File: src/rtl/link_egress_buffer_if.sv
// Router-to-link egress bundle: the router push side, the link valid/ack side
// and the status outputs of one egress buffer.
interface link_egress_buffer_if #(
  parameter int unsigned FLIT_WIDTH = 40,
  parameter int unsigned CNT_WIDTH  = 16
);
  // Router side
  logic [FLIT_WIDTH-1:0] in_flit;
  logic                  in_write;
  logic                  buffer_ready;
  // Link side
  logic [FLIT_WIDTH-1:0] out_flit;
  logic                  out_valid;
  logic                  out_ack;
  logic                  out_sop;
  logic                  out_eop;
  // Status
  logic                  overflow_err;
  logic                  framing_err;
  logic [CNT_WIDTH-1:0]  pkt_count;

  // Driver of flits and acks (router model / testbench)
  modport master (
    output in_flit, in_write, out_ack,
    input  buffer_ready, out_flit, out_valid, out_sop, out_eop,
           overflow_err, framing_err, pkt_count
  );

  // The egress buffer itself
  modport slave (
    input  in_flit, in_write, out_ack,
    output buffer_ready, out_flit, out_valid, out_sop, out_eop,
           overflow_err, framing_err, pkt_count
  );
endinterface

File: src/rtl/link_egress_buffer.sv
// Per-link egress stage: buffers router flits in a FIFO, returns packet-level
// back-pressure, and drains flits onto the link through a registered
// valid/ack stage while tracking packet framing and counting packets.
module link_egress_buffer #(
  parameter int unsigned FLIT_WIDTH = 40,
  parameter int unsigned DEPTH      = 8,
  parameter int unsigned PKT_FLITS  = 4,
  parameter int unsigned CNT_WIDTH  = 16
) (
  input  logic                 clk,
  input  logic                 rst_n,
  link_egress_buffer_if.slave  bus
);

  localparam int unsigned PtrW   = $clog2(DEPTH);
  localparam int unsigned CntW   = PtrW + 1;
  localparam int unsigned IdxW   = (PKT_FLITS > 1) ? $clog2(PKT_FLITS) : 1;
  localparam int unsigned SopBit = FLIT_WIDTH - 1;

  localparam logic [CntW-1:0] Full     = CntW'(DEPTH);
  localparam logic [CntW-1:0] ReadyMax = CntW'(DEPTH - PKT_FLITS);
  localparam logic [IdxW-1:0] LastIdx  = IdxW'(PKT_FLITS - 1);
  localparam logic [IdxW-1:0] FirstIdx = IdxW'(1);

  typedef enum logic [0:0] {
    StIdle,
    StBody
  } state_e;

  // FIFO storage and bookkeeping
  logic [FLIT_WIDTH-1:0] r_mem [DEPTH];
  logic [PtrW-1:0]       r_wr_ptr;
  logic [PtrW-1:0]       r_rd_ptr;
  logic [CntW-1:0]       r_count;
  logic [CntW-1:0]       w_count_next;

  // Output stage
  logic [FLIT_WIDTH-1:0] r_out_flit;
  logic                  r_out_valid;
  logic                  r_out_sop;
  logic                  r_out_eop;

  // Framing state
  state_e                r_state;
  state_e                w_state_next;
  logic [IdxW-1:0]       r_idx;
  logic [IdxW-1:0]       w_idx_next;

  // Status
  logic                  r_overflow_err;
  logic                  r_framing_err;
  logic [CNT_WIDTH-1:0]  r_pkt_count;

  // Datapath control
  logic                  w_full;
  logic                  w_empty;
  logic                  w_xfer;
  logic                  w_pop;
  logic                  w_push;
  logic                  w_overflow;
  logic [FLIT_WIDTH-1:0] w_head;
  logic                  w_load;
  logic                  w_load_sop;
  logic                  w_load_eop;
  logic                  w_framing;

  // Handshake decode: the output stage takes a new head flit whenever it is
  // empty or its current flit leaves this cycle, so a full FIFO can still
  // accept a push in the same cycle as a pop.
  always_comb begin
    w_full     = (r_count == Full);
    w_empty    = (r_count == '0);
    w_xfer     = r_out_valid & bus.out_ack;
    w_pop      = ~w_empty & (~r_out_valid | bus.out_ack);
    w_push     = bus.in_write & (~w_full | w_pop);
    w_overflow = bus.in_write & w_full & ~w_pop;
    w_head     = r_mem[r_rd_ptr];
  end

  // Occupancy next-state
  always_comb begin
    w_count_next = r_count;
    unique case ({w_push, w_pop})
      2'b10:   w_count_next = r_count + 1'b1;
      2'b01:   w_count_next = r_count - 1'b1;
      default: w_count_next = r_count;
    endcase
  end

  // FIFO storage write (no reset: contents are qualified by the pointers)
  always_ff @(posedge clk) begin
    if (w_push) begin
      r_mem[r_wr_ptr] <= bus.in_flit;
    end
  end

  // FIFO pointers and occupancy
  always_ff @(posedge clk or negedge rst_n) begin
    if (!rst_n) begin
      r_wr_ptr <= '0;
      r_rd_ptr <= '0;
      r_count  <= '0;
    end else begin
      if (w_push) r_wr_ptr <= r_wr_ptr + 1'b1;
      if (w_pop)  r_rd_ptr <= r_rd_ptr + 1'b1;
      r_count <= w_count_next;
    end
  end

  // Framing FSM: decides for each popped flit whether it is loaded, with what
  // sop/eop marking, or discarded as an orphan payload.
  always_comb begin
    w_state_next = r_state;
    w_idx_next   = r_idx;
    w_load       = 1'b0;
    w_load_sop   = 1'b0;
    w_load_eop   = 1'b0;
    w_framing    = 1'b0;
    if (w_pop) begin
      unique case (r_state)
        StIdle: begin
          if (w_head[SopBit]) begin
            w_load       = 1'b1;
            w_load_sop   = 1'b1;
            w_idx_next   = FirstIdx;
            w_state_next = StBody;
          end else begin
            // Payload with no header in front of it: drop it
            w_framing = 1'b1;
          end
        end
        StBody: begin
          if (w_head[SopBit]) begin
            // Early header truncates the current packet; restart on it
            w_framing  = 1'b1;
            w_load     = 1'b1;
            w_load_sop = 1'b1;
            w_idx_next = FirstIdx;
          end else begin
            w_load     = 1'b1;
            w_load_eop = (r_idx == LastIdx);
            if (r_idx == LastIdx) begin
              w_idx_next   = '0;
              w_state_next = StIdle;
            end else begin
              w_idx_next = r_idx + 1'b1;
            end
          end
        end
        default: begin
          w_idx_next   = '0;
          w_state_next = StIdle;
        end
      endcase
    end
  end

  // Framing state register
  always_ff @(posedge clk or negedge rst_n) begin
    if (!rst_n) begin
      r_state <= StIdle;
      r_idx   <= '0;
    end else begin
      r_state <= w_state_next;
      r_idx   <= w_idx_next;
    end
  end

  // Output register: reload on accepted pop, otherwise hold; go idle once the
  // current flit leaves with nothing behind it.
  always_ff @(posedge clk or negedge rst_n) begin
    if (!rst_n) begin
      r_out_flit  <= '0;
      r_out_valid <= 1'b0;
      r_out_sop   <= 1'b0;
      r_out_eop   <= 1'b0;
    end else if (w_load) begin
      r_out_flit  <= w_head;
      r_out_valid <= 1'b1;
      r_out_sop   <= w_load_sop;
      r_out_eop   <= w_load_eop;
    end else if (w_xfer) begin
      r_out_valid <= 1'b0;
    end
  end

  // Sticky errors and completed-packet counter
  always_ff @(posedge clk or negedge rst_n) begin
    if (!rst_n) begin
      r_overflow_err <= 1'b0;
      r_framing_err  <= 1'b0;
      r_pkt_count    <= '0;
    end else begin
      r_overflow_err <= r_overflow_err | w_overflow;
      r_framing_err  <= r_framing_err | w_framing;
      if (w_xfer && r_out_eop) begin
        r_pkt_count <= r_pkt_count + 1'b1;
      end
    end
  end

  // Port drive; buffer_ready advertises room for a whole packet
  always_comb begin
    bus.buffer_ready = (r_count <= ReadyMax);
    bus.out_flit     = r_out_flit;
    bus.out_valid    = r_out_valid;
    bus.out_sop      = r_out_sop;
    bus.out_eop      = r_out_eop;
    bus.overflow_err = r_overflow_err;
    bus.framing_err  = r_framing_err;
    bus.pkt_count    = r_pkt_count;
  end

endmodule

File: src/flat_wrapper.sv
// flat-port wrapper written by rule: the top's interface ports become plain ports
module link_egress_buffer_flat 
#(
  parameter int unsigned FLIT_WIDTH = 40,
  parameter int unsigned DEPTH      = 8,
  parameter int unsigned PKT_FLITS  = 4,
  parameter int unsigned CNT_WIDTH  = 16
)
  (clk, rst_n, bus_in_flit, bus_in_write, bus_out_ack, bus_buffer_ready, bus_out_flit, bus_out_valid, bus_out_sop, bus_out_eop, bus_overflow_err, bus_framing_err, bus_pkt_count);
  link_egress_buffer_if #(.FLIT_WIDTH(FLIT_WIDTH), .CNT_WIDTH(CNT_WIDTH)) bus_i ();
  input  logic clk;
  input  logic rst_n;
  input wire logic [$bits(bus_i.in_flit)-1:0] bus_in_flit;
  input wire logic [$bits(bus_i.in_write)-1:0] bus_in_write;
  input wire logic [$bits(bus_i.out_ack)-1:0] bus_out_ack;
  output wire logic [$bits(bus_i.buffer_ready)-1:0] bus_buffer_ready;
  output wire logic [$bits(bus_i.out_flit)-1:0] bus_out_flit;
  output wire logic [$bits(bus_i.out_valid)-1:0] bus_out_valid;
  output wire logic [$bits(bus_i.out_sop)-1:0] bus_out_sop;
  output wire logic [$bits(bus_i.out_eop)-1:0] bus_out_eop;
  output wire logic [$bits(bus_i.overflow_err)-1:0] bus_overflow_err;
  output wire logic [$bits(bus_i.framing_err)-1:0] bus_framing_err;
  output wire logic [$bits(bus_i.pkt_count)-1:0] bus_pkt_count;
  assign bus_i.in_flit = bus_in_flit;
  assign bus_i.in_write = bus_in_write;
  assign bus_i.out_ack = bus_out_ack;
  assign bus_buffer_ready = bus_i.buffer_ready;
  assign bus_out_flit = bus_i.out_flit;
  assign bus_out_valid = bus_i.out_valid;
  assign bus_out_sop = bus_i.out_sop;
  assign bus_out_eop = bus_i.out_eop;
  assign bus_overflow_err = bus_i.overflow_err;
  assign bus_framing_err = bus_i.framing_err;
  assign bus_pkt_count = bus_i.pkt_count;
  link_egress_buffer #(.FLIT_WIDTH(FLIT_WIDTH), .DEPTH(DEPTH), .PKT_FLITS(PKT_FLITS), .CNT_WIDTH(CNT_WIDTH)) u_core (.clk(clk), .rst_n(rst_n), .bus(bus_i));
endmodule
File: config.mk
export PLATFORM = sky130hd
export DESIGN_NAME = link_egress_buffer_flat
export DESIGN_NICKNAME = d
export VERILOG_FILES = /design/src/rtl/link_egress_buffer_if.sv /design/src/rtl/link_egress_buffer.sv /design/src/flat_wrapper.sv
export SDC_FILE = /design/constraint.sdc
export NUM_CORES = 1
export LEC_CHECK = 0
export ABC_AREA = 1
export BUFFER_PORTS_ARGS = -buffer_cell sky130_fd_sc_hd__buf_2
export CAP_MARGIN = 0
export CORE_MARGIN = 2
export CORE_UTILIZATION = 60
export CTS_BUF_LIST = sky130_fd_sc_hd__clkbuf_16
export CTS_CLUSTER_DIAMETER = 30
export CTS_CLUSTER_SIZE = 14
export DETAILED_ROUTE_END_ITERATION = 12
export MAX_ROUTING_LAYER = met4
export PLACE_DENSITY_LB_ADDON = 0.1
export SLEW_MARGIN = 20
export SYNTH_ARGS = -nofsm -noshare
export SYNTH_HDL_FRONTEND = slang
export SYNTH_SLANG_ARGS = --single-unit
File: constraint.sdc
create_clock -name clk -period 3.4 [get_ports clk]
set_input_delay 0.17 -clock clk [delete_from_list [all_inputs] [get_ports clk]]
set_output_delay 0.17 -clock clk [all_outputs]
set_load 0.05 [all_outputs]
==> results.md <==
- Fin cells: 1791
- Least-Margin Pin Slew: 0.9947 ns
- Post-CTS Setup Inserts: 0
- Proportion of synthesized chip area in sequential cells: 73.19%
- Grt total ovfl: 0
- #FFs+latches synth: 394
- Total power: between 15 and 20 mW
- Ys Warns: 0
- Setup TNS: 0 ns
- Cell row count: 59
- Clk sinks: just under 400
- Critical Path RT: 3.88 ns
- DRT Pass-1 Iters: 5
- Clock Pin Slew Worst Setup and Hold Paths: 0.05 ns
- Worst hold path type: in -> async
- Syn Std Cell Area: 15660 sq um
- Most frequent cell after synthesis: edfxtp_1
- Critical Path End Type: flip-flop
- Syn_area_per_cell: approximately 13 sq um
- Syn_nets: 1277
- Rel. slew slack: approximately a third
- FF-to-FF Start: u_core.r_rd_ptr[0]$_DFFE_PN0N_
- Final #Nets: between 1000 and 1500
- Filler Cells Inserted: 1675
- DP Worst Slack: 0.7969 ns
- PD cells: 1016 nW/um^2
- Final min period: 2.673 ns
- Die Footprint: 27410 sq um
- Vias in the first global route: 10044
- Routability cong.: 0.8266
- Setup ws final: 0.7266 ns
- # setup viols final: 0
- Placed insts: 1619
- End of the worst register-to-register path: u_core.bus.out_flit[9]$_DFFE_PN0P_
- DRC: 0
- Register area: 11470 sq um
- Max clock buf depth: 3
- CP Max Fanout: 56
- CORE AREA: 25840 sq um
- Initial core utilization: 60.61%
- Routed Antenna Nets: 0
- Largest cells by area after synthesis: edfxtp_1, dfrtp_1, nor2_1
- Root buf cell: clkbuf_16
- Achievable Freq: 374.1 MHz
- Drt wl/cell: 19.91 microns
- Fin. max-slew vios: 0
- Vias per cell: around 5.8
- Startpoint type of the worst setup path: flip-flop
- GRT Overall Usage: 27.40%
- Post-synthesis instance total: 1227
- Post-synth EDFFs: between 300 and 400
- Die X-Extent: 165.6 microns
- Area Growth Syn to Fin: 23.45%
- Largest net degree at the start of global routing: 92
- Via count: 10355
- Async set-reset flop share out of synthesis: 18.78%
- R2R Setup Slk: 0.73 ns
- Post-CTS resize count: 0
- Share of cells above drive strength 1: 18.20%
- Initial DRC count: around 1100
- Final WL: ~36000 microns
- H-tree depth: 3
- RSZ-0062 raised after global routing: false
- Area of the multi-input gates: 3645 sq um
- DP HPWL: 18980 microns
- IO buf count: 105
- Design Area, Final: 19330 sq um
- Skew final: around 0.024 ns
- DP Area: 16440 sq um
- Post-synth top cells: edfxtp_1, nor2_1, o21ai_0
- Status: finished, final reports clean
- First-pass GRT wire length: 55100 microns
- R2R depth: 12
- Initial antenna violation count: 0
- Distinct cells, synth: 34
- Crit Path Class: reg -> reg
- TritonCTS buffer count: 70
- Worst Path Arrival: 3.15 ns
- Final hold vios: 0
- Clock latency on the worst-skew pair: 0.56 ns
- Maximum VDD drop: 0.0007320 V
- LEAKAGE: 7.320 nW
- Tcrit/Tclk final: between 70% and 80%
- CTS tree: done
- # IOs: 106
- Cell taking the most area after synthesis: edfxtp_1
- Top_reg_cell synth: edfxtp_1
- Max-cap violations: 0
- CP Launch Point: u_core.r_rd_ptr[0]$_DFFE_PN0N_
- Die Y-Extent: 165.6 microns
- Inserted Diodes: 0
- Area fraction of the dominant cell type after synthesis: 61.37%
- Hold Buf Count CTS: 43
[state kept, by name, indices dropped and copies added (netlist names), 2 cells and up]
register and cells:
u_core.r_rd_ptr 3, u_core.r_idx 2, u_core.r_wr_ptr 3, u_core.bus.out_flit 40, u_core.r_count 4, u_core.r_mem 320, u_core.bus.pkt_count 16
[worst max path at each step]
stage,endpoint,slack (ns),depth (start not counted)
2_1_floorplan,u_core.r_mem[0][0]$_DFFE_PP_,-0.02,6
3_3_place_gp,u_core.r_mem[6][15]$_DFFE_PP_,0.84,7
3_5_place_dp,u_core.r_mem[6][15]$_DFFE_PP_,0.80,7
4_1_cts,u_core.bus.out_flit[9]$_DFFE_PN0P_,0.76,12
5_1_grt,u_core.bus.out_flit[9]$_DFFE_PN0P_,0.62,12
6_report,u_core.bus.out_flit[9]$_DFFE_PN0P_,0.73,12
[critical path: stages (launching register included)]
cell and delay, ns:
dfrtp_4 0.81, nor2_1 0.14, nor2_1 0.12, o21ai_1 0.08, nand3_1 0.13, nand2_2 0.12, ha_1 0.22, inv_1 0.09
nand2_4 0.06, inv_2 0.34, buf_12 0.23, nand3_1 0.11, nand2_1 0.10
[power breakdown]
| part | internal [mW] | switching [mW] | total (mW) | leakage, nW |
|---|---|---|---|---|
| logic | 1.54 | 4.36 | 5.90 | 2.29 |
| clock network | 4.83 | 2.35 | 7.17 | 1.23 |
| registers | 6.11 | 0.452 | 6.56 | 3.80 |
[through the flow]
step | util, % | hold WS (ns)
after floorplan | - | -0.1256
after global placement | 63.64 | 0.3240
after detailed placement | 63.64 | 0.3335
after CTS | 74.82 | 0.3036
after global routing | 74.82 | 0.3463
final | 74.82 | 0.2617
[area by class of cell]
class / instances / area share, %
sequential: 394 / 59.31
multi-input combinational: 725 / 18.85
clock buffer: 73 / 9.450
timing repair buffer: 169 / 6.162
clock inverter: 56 / 3.262
tap: 335 / 2.168
inverter: 39 / 0.7896
[placed cells by master, fill, tap and decap left out, types with 2 or more instances in the layout]
| cell | instances |
|---|---|
| clkinv_4 | 4 |
| o21ai_1 | 17 |
| o21bai_1 | 2 |
| o211ai_1 | 51 |
| o221ai_1 | 28 |
| clkinv_1 | 8 |
| bufinv_16 | 12 |
| nand3_2 | 2 |
| nor2_4 | 9 |
| inv_4 | 3 |
| ha_1 | 6 |
| nand2_4 | 2 |
| edfxtp_1 | 320 |
| nand4_1 | 6 |
| inv_2 | 2 |
| nor2_1 | 223 |
| buf_4 | 16 |
| dlygate4sd3_1 | 43 |
| buf_12 | 6 |
| nand3_1 | 55 |
| xor2_1 | 13 |
| inv_6 | 7 |
| nand2_2 | 4 |
| clkinvlp_4 | 6 |
| dfrtp_1 | 72 |
| nor3_1 | 7 |
| clkbuf_16 | 73 |
| clkinv_2 | 8 |
| xnor2_1 | 3 |
| nand2_1 | 139 |
| nor3_2 | 3 |
| o21ai_0 | 151 |
| inv_1 | 44 |
| buf_2 | 104 |
[kinds of logic (layout without fill, tap and decap cells)]
logic type	count (synthesis)	after routing	synth area share, %
compound gates	251	251	9.564
xor+xnor	16	16	0.8950
fa+ha+maj	6	6	0.4794
buf+inv	108	337	3.915
flops	394	394	73.19
simple gates	452	452	11.95
[metal layers]
metal  routed length (microns)  vias up  track usage, %  share of wire [%]
met4                       497        0           7.719                1.4
li1                          -     4770               -                  -
met5                         0        -               -                  0
met2                     17010      428           42.04                 48
met1                     15600     5103           37.98                 44
met3                      2545       54           5.519                7.1
No activity file was read; power rests on OpenSTA's default activity.
